[config.mk]
export PLATFORM = sky130hd
export DESIGN_NAME = pixel_writeback
export DESIGN_NICKNAME = d
export VERILOG_FILES = /design/src/rtl/pixel_writeback.sv
export SDC_FILE = /design/constraint.sdc
export NUM_CORES = 1
export LEC_CHECK = 0
export CORE_UTILIZATION = 45
export CTS_BUF_LIST = sky130_fd_sc_hd__clkbuf_8
export CTS_CLUSTER_SIZE = 28
export DETAILED_ROUTE_END_ITERATION = 8
export GPL_TIMING_DRIVEN = 1
export PLACE_DENSITY = 0.67
export REMOVE_ABC_BUFFERS = 1
export SETUP_SLACK_MARGIN = 0.3
export SLEW_MARGIN = 20
export SYNTH_ARGS = -nofsm -noshare
export SYNTH_HDL_FRONTEND = slang
export SYNTH_SLANG_ARGS = --single-unit
export TNS_END_PERCENT = 50
[constraint.sdc]
create_clock -name clk -period 5.4 [get_ports clk]
set_input_delay 1.08 -clock clk [delete_from_list [all_inputs] [get_ports clk]]
set_output_delay 1.08 -clock clk [all_outputs]
set_load 0.02 [all_outputs]
[src/rtl/pixel_writeback.sv]
// pixel_writeback
//   Captures filtered pixels from the invert filter stage (px_valid = filter
//   ap_done), buffers them in a small FIFO and writes them, packed {R,G,B},
//   sequentially into an output BRAM under out_ready back-pressure. After
//   NUM_PIXELS pixels have been written a one-cycle frame_done pulse is
//   produced. Dropped or excess pixels raise the sticky overflow flag.
//
// Ports
//   clk        system clock, rising edge
//   reset      asynchronous, active-low reset
//   start      frame start, sampled only when idle
//   px_valid   filtered pixel present on px_r/px_g/px_b this cycle
//   px_r/g/b   filtered colour components
//   out_ready  BRAM/arbiter can accept a write this cycle
//   out_we     BRAM write enable (combinational)
//   out_addr   BRAM write address
//   out_din    packed pixel {r,g,b} at the FIFO head
//   busy       frame in progress (RUN or DRAIN)
//   frame_done one-cycle pulse after the last pixel is written
//   overflow   sticky dropped/excess-pixel flag, cleared by reset or start
//   px_count   pixels accepted in the current frame
module pixel_writeback #(
    parameter int unsigned NUM_PIXELS = 256,
    parameter int unsigned ADDR_W     = 8,
    parameter int unsigned FIFO_DEPTH = 4
) (
    input  logic              clk,
    input  logic              reset,
    input  logic              start,
    input  logic              px_valid,
    input  logic [7:0]        px_r,
    input  logic [7:0]        px_g,
    input  logic [7:0]        px_b,
    input  logic              out_ready,
    output logic              out_we,
    output logic [ADDR_W-1:0] out_addr,
    output logic [23:0]       out_din,
    output logic              busy,
    output logic              frame_done,
    output logic              overflow,
    output logic [ADDR_W:0]   px_count
);

    localparam int unsigned     PTR_W = $clog2(FIFO_DEPTH);
    localparam logic [ADDR_W:0] LAST  = (ADDR_W + 1)'(NUM_PIXELS);
    localparam logic [PTR_W:0]  FULL  = (PTR_W + 1)'(FIFO_DEPTH);

    typedef enum logic [1:0] {
        IDLE,
        RUN,
        DRAIN,
        DONE
    } state_t;

    state_t state, state_nxt;

    logic [23:0]      mem [FIFO_DEPTH];
    logic [PTR_W-1:0] rd_ptr, wr_ptr;
    logic [PTR_W:0]   fill, fill_nxt;
    logic [ADDR_W:0]  acc_cnt, wr_cnt, wr_cnt_nxt;
    logic             in_frame, fifo_empty, fifo_full;
    logic             push, pop, ovf_nxt;

    assign in_frame   = (state == RUN) || (state == DRAIN);
    assign fifo_empty = (fill == '0);
    assign fifo_full  = (fill == FULL);

    // A full FIFO still accepts a pixel when the head leaves in the same cycle.
    assign pop  = in_frame && !fifo_empty && out_ready;
    assign push = (state == RUN) && px_valid && (!fifo_full || pop);

    assign wr_cnt_nxt = wr_cnt + {{ADDR_W{1'b0}}, pop};

    always_comb begin
        fill_nxt = fill;
        if (push && !pop) begin
            fill_nxt = fill + 1'b1;
        end else if (pop && !push) begin
            fill_nxt = fill - 1'b1;
        end
    end

    // A new start clears the flag; any pixel not pushed (idle, full FIFO,
    // drain, done) sets it.
    always_comb begin
        ovf_nxt = overflow;
        if ((state == IDLE) && start) begin
            ovf_nxt = 1'b0;
        end else if (px_valid && !push) begin
            ovf_nxt = 1'b1;
        end
    end

    always_comb begin
        state_nxt = state;
        case (state)
            IDLE:  if (start) state_nxt = RUN;
            RUN:   if (push && (acc_cnt == LAST - 1'b1)) state_nxt = DRAIN;
            // Completion is judged on post-write values so frame_done follows
            // the last write by exactly one cycle.
            DRAIN: if ((wr_cnt_nxt == LAST) && (fill_nxt == '0)) state_nxt = DONE;
            DONE:  state_nxt = IDLE;
            default: state_nxt = IDLE;
        endcase
    end

    always_ff @(posedge clk or negedge reset) begin
        if (!reset) begin
            state    <= IDLE;
            acc_cnt  <= '0;
            wr_cnt   <= '0;
            overflow <= 1'b0;
        end else begin
            state    <= state_nxt;
            overflow <= ovf_nxt;
            if ((state == IDLE) && start) begin
                acc_cnt <= '0;
                wr_cnt  <= '0;
            end else begin
                if (push) acc_cnt <= acc_cnt + 1'b1;
                wr_cnt <= wr_cnt_nxt;
            end
        end
    end

    always_ff @(posedge clk or negedge reset) begin
        if (!reset) begin
            rd_ptr <= '0;
            wr_ptr <= '0;
            fill   <= '0;
            for (int unsigned i = 0; i < FIFO_DEPTH; i++) begin
                mem[i] <= '0;
            end
        end else begin
            fill <= fill_nxt;
            if (push) begin
                mem[wr_ptr] <= {px_r, px_g, px_b};
                wr_ptr      <= wr_ptr + 1'b1;
            end
            if (pop) begin
                rd_ptr <= rd_ptr + 1'b1;
            end
        end
    end

    assign out_we     = pop;
    assign out_din    = mem[rd_ptr];
    assign out_addr   = wr_cnt[ADDR_W-1:0];
    assign busy       = in_frame;
    assign frame_done = (state == DONE);
    assign px_count   = acc_cnt;

endmodule

==> flow_summary.json, run 1 <==
{
  "outcome": "finished, final reports clean",
  "grt_pass1_vias": 3758,
  "setup_viol": 0,
  "cts.sinks": 124,
  "dieHeight_microns": 116,
  "path_common_cell": "clkdlybuf4s50_1",
  "cpLargestDelayFamily": "buffers and inverters",
  "routed_wl_mm": 11.2,
  "ys_seq_elements": 124,
  "clk_latency_ns": 0.44,
  "postCtsHoldBufs": 0,
  "crit_required_ns": 4.32,
  "wl_per_cell_microns": 16.5,
  "finalInstanceArea_sq_mm": 0.00718,
  "critPathLaunchType": "input pin",
  "worst_hold_slack_ns": 0.502,
  "seq_area_frac_synth_pct": 52.8,
  "rsz0062_at_grt": "no",
  "die_width_microns": 116,
  "dp_slack_ns": 1.19,
  "synthArstFlopShare_pct": 100,
  "cts_root_buf": "clkbuf_8",
  "drc_errors": 0,
  "grt_max_degree": 83,
  "drv_cap": 0,
  "critPathKind": "input pin to primary output",
  "irDropWorstVdd_v": 0.000382,
  "r2r-start": "state[0]",
  "cp_data_arrival_time_ns": 2.72,
  "fin_tns_setup_ns": 0,
  "overflow": 0,
  "leakage_nw": 3.13,
  "seqCellArea_sq_mm": 0.00310,
  "htree_levels": 4,
  "synth_edf_count": 0,
  "cp_num_buf_inv": 2,
  "dp_hpwl_mm": 7.51,
  "cts_resized": 0,
  "startpoint": "out_ready",
  "hold_path_class": "flip-flop to flip-flop",
  "grt_pass1_wl_mm": 18.4,
  "cts_setup_buffers": 0,
  "routed_via_density": 5.26,
  "antenna_found_initial": 0,
  "worst_pin_slew_ns": 0.988,
  "hold_viol": 0,
  "post-route-min-period_ns": 3.80,
  "pwr_density_cell_mw_per_mm2": 611,
  "slew-limit-headroom_pct": 34.2,
  "first_pass_iters": 4,
  "ys_types": 48,
  "layoutNonFillerInstCount": 679,
  "fillCellCount": 1099,
  "vias": 3569,
  "worstPathMaxFanout": 5,
  "syn_avg_cell_area_sq_um": 14.0,
  "worstPathCellList": "clkdlybuf4s50_1 > nand2_1 > nor2_1 > clkdlybuf4s50_1",
  "layout-drive-gt1-share_pct": 33.3,
  "worstHoldStart": "mem[45]",
  "core_sq_mm": 0.0127,
  "critPathCaptureType": "primary output",
  "final_common_cell": "dfrtp_1",
  "syn_inst": 421,
  "fmax_ghz": 0.263,
  "numCtsBuffers": 17,
  "dieArea_sq_mm": 0.0135,
  "nets": 540,
  "final-max-slew-violation-count": 0,
  "finalCritPeriodShare_pct": 70.3,
  "portBuffers": 73,
  "ioPinCount": 74,
  "final_cell_mix": "dfrtp_1 (123), mux2_2 (96), clkdlybuf4s50_1 (72), nor2_1 (25), mux4_2 (24)",
  "place_inst": 647,
  "grtUsageTotal_pct": 18.4,
  "slowest_delay_ns": 0.68,
  "syn2layout_area_growth_pct": 22.0,
  "drt_iter0_markers": 98,
  "yosysWarnings": 0,
  "gp_congestion": 0.805,
  "setup_slack_ns": 1.60,
  "rows": 41,
  "fin_skew_ns": 0.00516,
  "multi_input_area_sq_mm": 0.00259,
  "start_util_pct": 46.4,
  "synth_flop_cell": "dfrtp_1",
  "cts.path.max_buffers": 2,
  "ant_nets": 0,
  "placed_cell_area_sq_mm": 0.00673,
  "antenna_cells": 0,
  "tritoncts": "yes",
  "syn_area_sq_mm": 0.00588,
  "critPathSlowestCell": "clkdlybuf4s50_1",
  "clkTransAtPathRegs_ns": 0.07
}
==> cell type report <==
type                            count  share of cell area, %
Clock inverter                     12                   2.34
Sequential cell                   124                   43.3
Clock buffer                       20                   3.84
Inverter                           10                  0.523
Multi-Input combinational cell    261                   36.1
Timing Repair Buffer               80                   10.9
Tap cell                          172                   3.00
==> flip-flops by register name, indices dropped and copies added (netlist names) <==
signal    flops
wr_cnt        9
overflow      1
rd_ptr        2
wr_ptr        2
mem          96
fill          3
state         2
px_count      9
==> layer usage <==
metal  share of wire, %  track usage [%]  vias up
met5                  0                0        -
met4                1.5             8.46        0
met3                4.1             4.51       15
met2                 49             30.0       69
met1                 46             23.2     1828
li1                   -                -     1657
==> synth_stat cells (2+ instances only) <==
master | number | area share [%]
ha_1 | 17 | 3.6
nor3_1 | 2 | 0.17
mux2_2 | 96 | 18
nand2_1 | 20 | 1.3
buf_4 | 8 | 1.0
nand3_1 | 5 | 0.43
nand2b_1 | 2 | 0.21
nor2b_1 | 3 | 0.32
mux4_2 | 24 | 9.2
a21oi_1 | 4 | 0.34
o21ai_0 | 7 | 0.60
inv_1 | 10 | 0.64
buf_2 | 10 | 0.85
clkbuf_1 | 5 | 0.32
dfrtp_1 | 124 | 53
xnor2_1 | 8 | 1.2
and2_1 | 4 | 0.43
buf_1 | 2 | 0.13
and3_1 | 2 | 0.21
nand4_1 | 6 | 0.64
xor2_1 | 11 | 1.6
nor2_1 | 25 | 1.6
==> logic make-up after synthesis <==
kind of cell    count (synthesis)  share of synthesized area [%]
flops                         124                           52.8
mux                           122                           27.9
buf+inv                        36                           3.15
compound gates                 22                           2.57
fa+ha+maj                      17                           3.62
xor+xnor                       19                           2.83
simple gates                   81                           7.13
==> final timing paths <==
| check | cells past startpoint | end | slack, ns |
|---|---|---|---|
| worst min register to register | 1 | mem[45] | 0.50 |
| worst min-delay path | 1 | mem[45] | 0.50 |
| worst max-delay path | 4 | out_we | 1.60 |
| min in group asynchronous | 1 | mem[23] | 0.67 |
| max in group asynchronous | 2 | px_count[7] | 3.65 |
| worst max register to register | 12 | state[1] | 1.91 |
==> power by group <==
part	switching, W	internal, W
sequential	0.000304	0.00133
clock	0.000356	0.000535
combinational	0.000779	0.00108
==> through the flow <==
step,total power (W),util [%]
floorplan,0.00281,-
global placement,0.00348,53.1
detailed placement,0.00355,53.1
CTS,0.00446,56.6
global route,0.00467,56.6
finish,0.00439,56.6
Power figures use the tool's default switching activity.
==> run 2, diff against run 1 <==
==> constraint.sdc (replaced) <==
create_clock -name clk -period 3.85 [get_ports clk]
set_input_delay 0.77 -clock clk [delete_from_list [all_inputs] [get_ports clk]]
set_output_delay 0.77 -clock clk [all_outputs]
set_load 0.02 [all_outputs]
==> flow_summary.json, run 2 (synthesis results as in run 1) <==
{
  "syn2layout_area_growth_pct": 20.9,
  "largest_reg_flops": 96,
  "layout-drive-gt1-share_pct": 33.0,
  "cts.sinks": 124,
  "grt_pass1_vias": 3749,
  "crit_required_ns": 3.08,
  "post-route-min-period_ns": 3.30,
  "drc_errors": 0,
  "first_pass_iters": 4,
  "dp_hpwl_mm": 7.62,
  "pwr_density_cell_mw_per_mm2": 830,
  "clk_latency_ns": 0.43,
  "antenna_found_initial": 0,
  "routed_wl_mm": 11.4,
  "core_sq_mm": 0.0127,
  "critPathKind": "flip-flop to primary output",
  "slowest_delay_ns": 0.71,
  "slew-limit-headroom_pct": 50.4,
  "top_register": "mem",
  "worst_hold_slack_ns": 0.389,
  "setup_viol": 0,
  "numCtsBuffers": 17,
  "worstPathCellList": "buf_4 > mux4_2 > clkdlybuf4s50_1",
  "critPathLaunchType": "flip-flop",
  "cp_data_arrival_time_ns": 2.53,
  "leakage_nw": 3.12,
  "grt_pass1_wl_mm": 18.6,
  "finalCritPeriodShare_pct": 85.7,
  "start_util_pct": 46.4,
  "hold_viol": 0,
  "wl_per_cell_microns": 16.7,
  "fin_tns_setup_ns": 0,
  "routed_via_density": 5.31,
  "portBuffers": 73,
  "clkTransAtPathRegs_ns": 0.06,
  "postCtsHoldBufs": 0,
  "tritoncts": "yes",
  "ioPinCount": 74,
  "cpLargestDelayFamily": "buffers and inverters",
  "overflow": 0,
  "htree_levels": 4,
  "critPathSlowestCell": "dfrtp_2",
  "cts_resized": 0,
  "drt_iter0_markers": 124,
  "gp_congestion": 0.827,
  "drv_cap": 0,
  "dieHeight_microns": 116,
  "layoutNonFillerInstCount": 681,
  "outcome": "finished, final reports clean",
  "ant_nets": 0,
  "irDropWorstVdd_v": 0.000427,
  "die_width_microns": 116,
  "fin_skew_ns": 0.0105,
  "antenna_cells": 0,
  "place_inst": 655,
  "vias": 3619,
  "cts.path.max_buffers": 2,
  "worstPathMaxFanout": 16,
  "nets": 548,
  "cp_num_buf_inv": 2,
  "grtUsageTotal_pct": 18.6,
  "worst_pin_slew_ns": 0.744,
  "cts_setup_buffers": 0,
  "rsz0062_at_grt": "no",
  "fillCellCount": 1083,
  "cts_root_buf": "clkbuf_8",
  "rows": 41,
  "fmax_ghz": 0.303,
  "final-max-slew-violation-count": 0,
  "grt_max_degree": 57,
  "ff2ff_setup_slack_ns": 0.66,
  "dieArea_sq_mm": 0.0135,
  "critPathCaptureType": "primary output",
  "final_common_cell": "dfrtp_1",
  "hold_path_class": "input pin to asynchronous set/reset pin",
  "final_cell_mix": "dfrtp_1 (123), mux2_2 (96), clkdlybuf4s50_1 (72), nor2_1 (25), mux4_2 (24)"
}
==> run 2: layer usage <==
layer / wire length, microns / GRT usage [%] / vias to the layer above / share of wire, %
met5: 0 / 0 / - / 0
met4: 170 / 7.18 / 0 / 1.5
met3: 443 / 4.72 / 11 / 3.9
met2: 5480 / 29.4 / 70 / 48
met1: 5290 / 24.5 / 1873 / 46
li1: - / - / 1665 / -
==> run 2: final cells by class <==
class / instances / area [sq um] / area share, %
Clock buffer: 19 / 262 / 3.68
Tap cell: 172 / 215 / 3.03
Clock inverter: 7 / 56.3 / 0.792
Inverter: 10 / 37.5 / 0.528
Multi-Input combinational cell: 261 / 2590 / 36.5
Sequential cell: 124 / 3100 / 43.7
Timing Repair Buffer: 88 / 841 / 11.8
==> run 2: power by group <==
part	switching, W	total, W	internal (W)
logic	0.00116	0.00270	0.00154
registers	0.000357	0.00223	0.00187
clock network	0.000461	0.000972	0.000511
==> run 2: final timing paths <==
check                          start          to  cells after the start
setup / recovery           rd_ptr[0]  out_din[0]                      3
hold / removal                 reset     mem[83]                      1
setup reg to reg            state[0]    state[1]                     13
hold reg to reg              mem[26]     mem[26]                      1
max in group asynchronous      reset     mem[94]                      2
min in group clk             mem[26]     mem[26]                      1
==> run 2: metrics by stage <==
stage	util [%]	total power [W]	setup WS, ns	area, sq um
6_report	56.1	0.00590	0.552	7110
5_1_grt	56.1	0.00631	0.387	7110
4_1_cts	56.1	0.00599	0.458	7110
3_5_place_dp	53.6	0.00500	0.264	6790
3_3_place_gp	53.6	0.00492	0.298	6790
2_1_floorplan	-	0.00395	0.328	5730
==> run 2: worst reg2reg max path: stages, from the launching register on <==
cell	delay (ns)
dfrtp_1	0.40
inv_1	0.09
ha_1	0.37
nand2_1	0.15
nor2_1	0.09
ha_1	0.19
ha_1	0.21
buf_4	0.17
xor2_1	0.15
or4_1	0.40
a22oi_1	0.17
o2111ai_1	0.17
a21oi_2	0.19
mux2_1	0.32
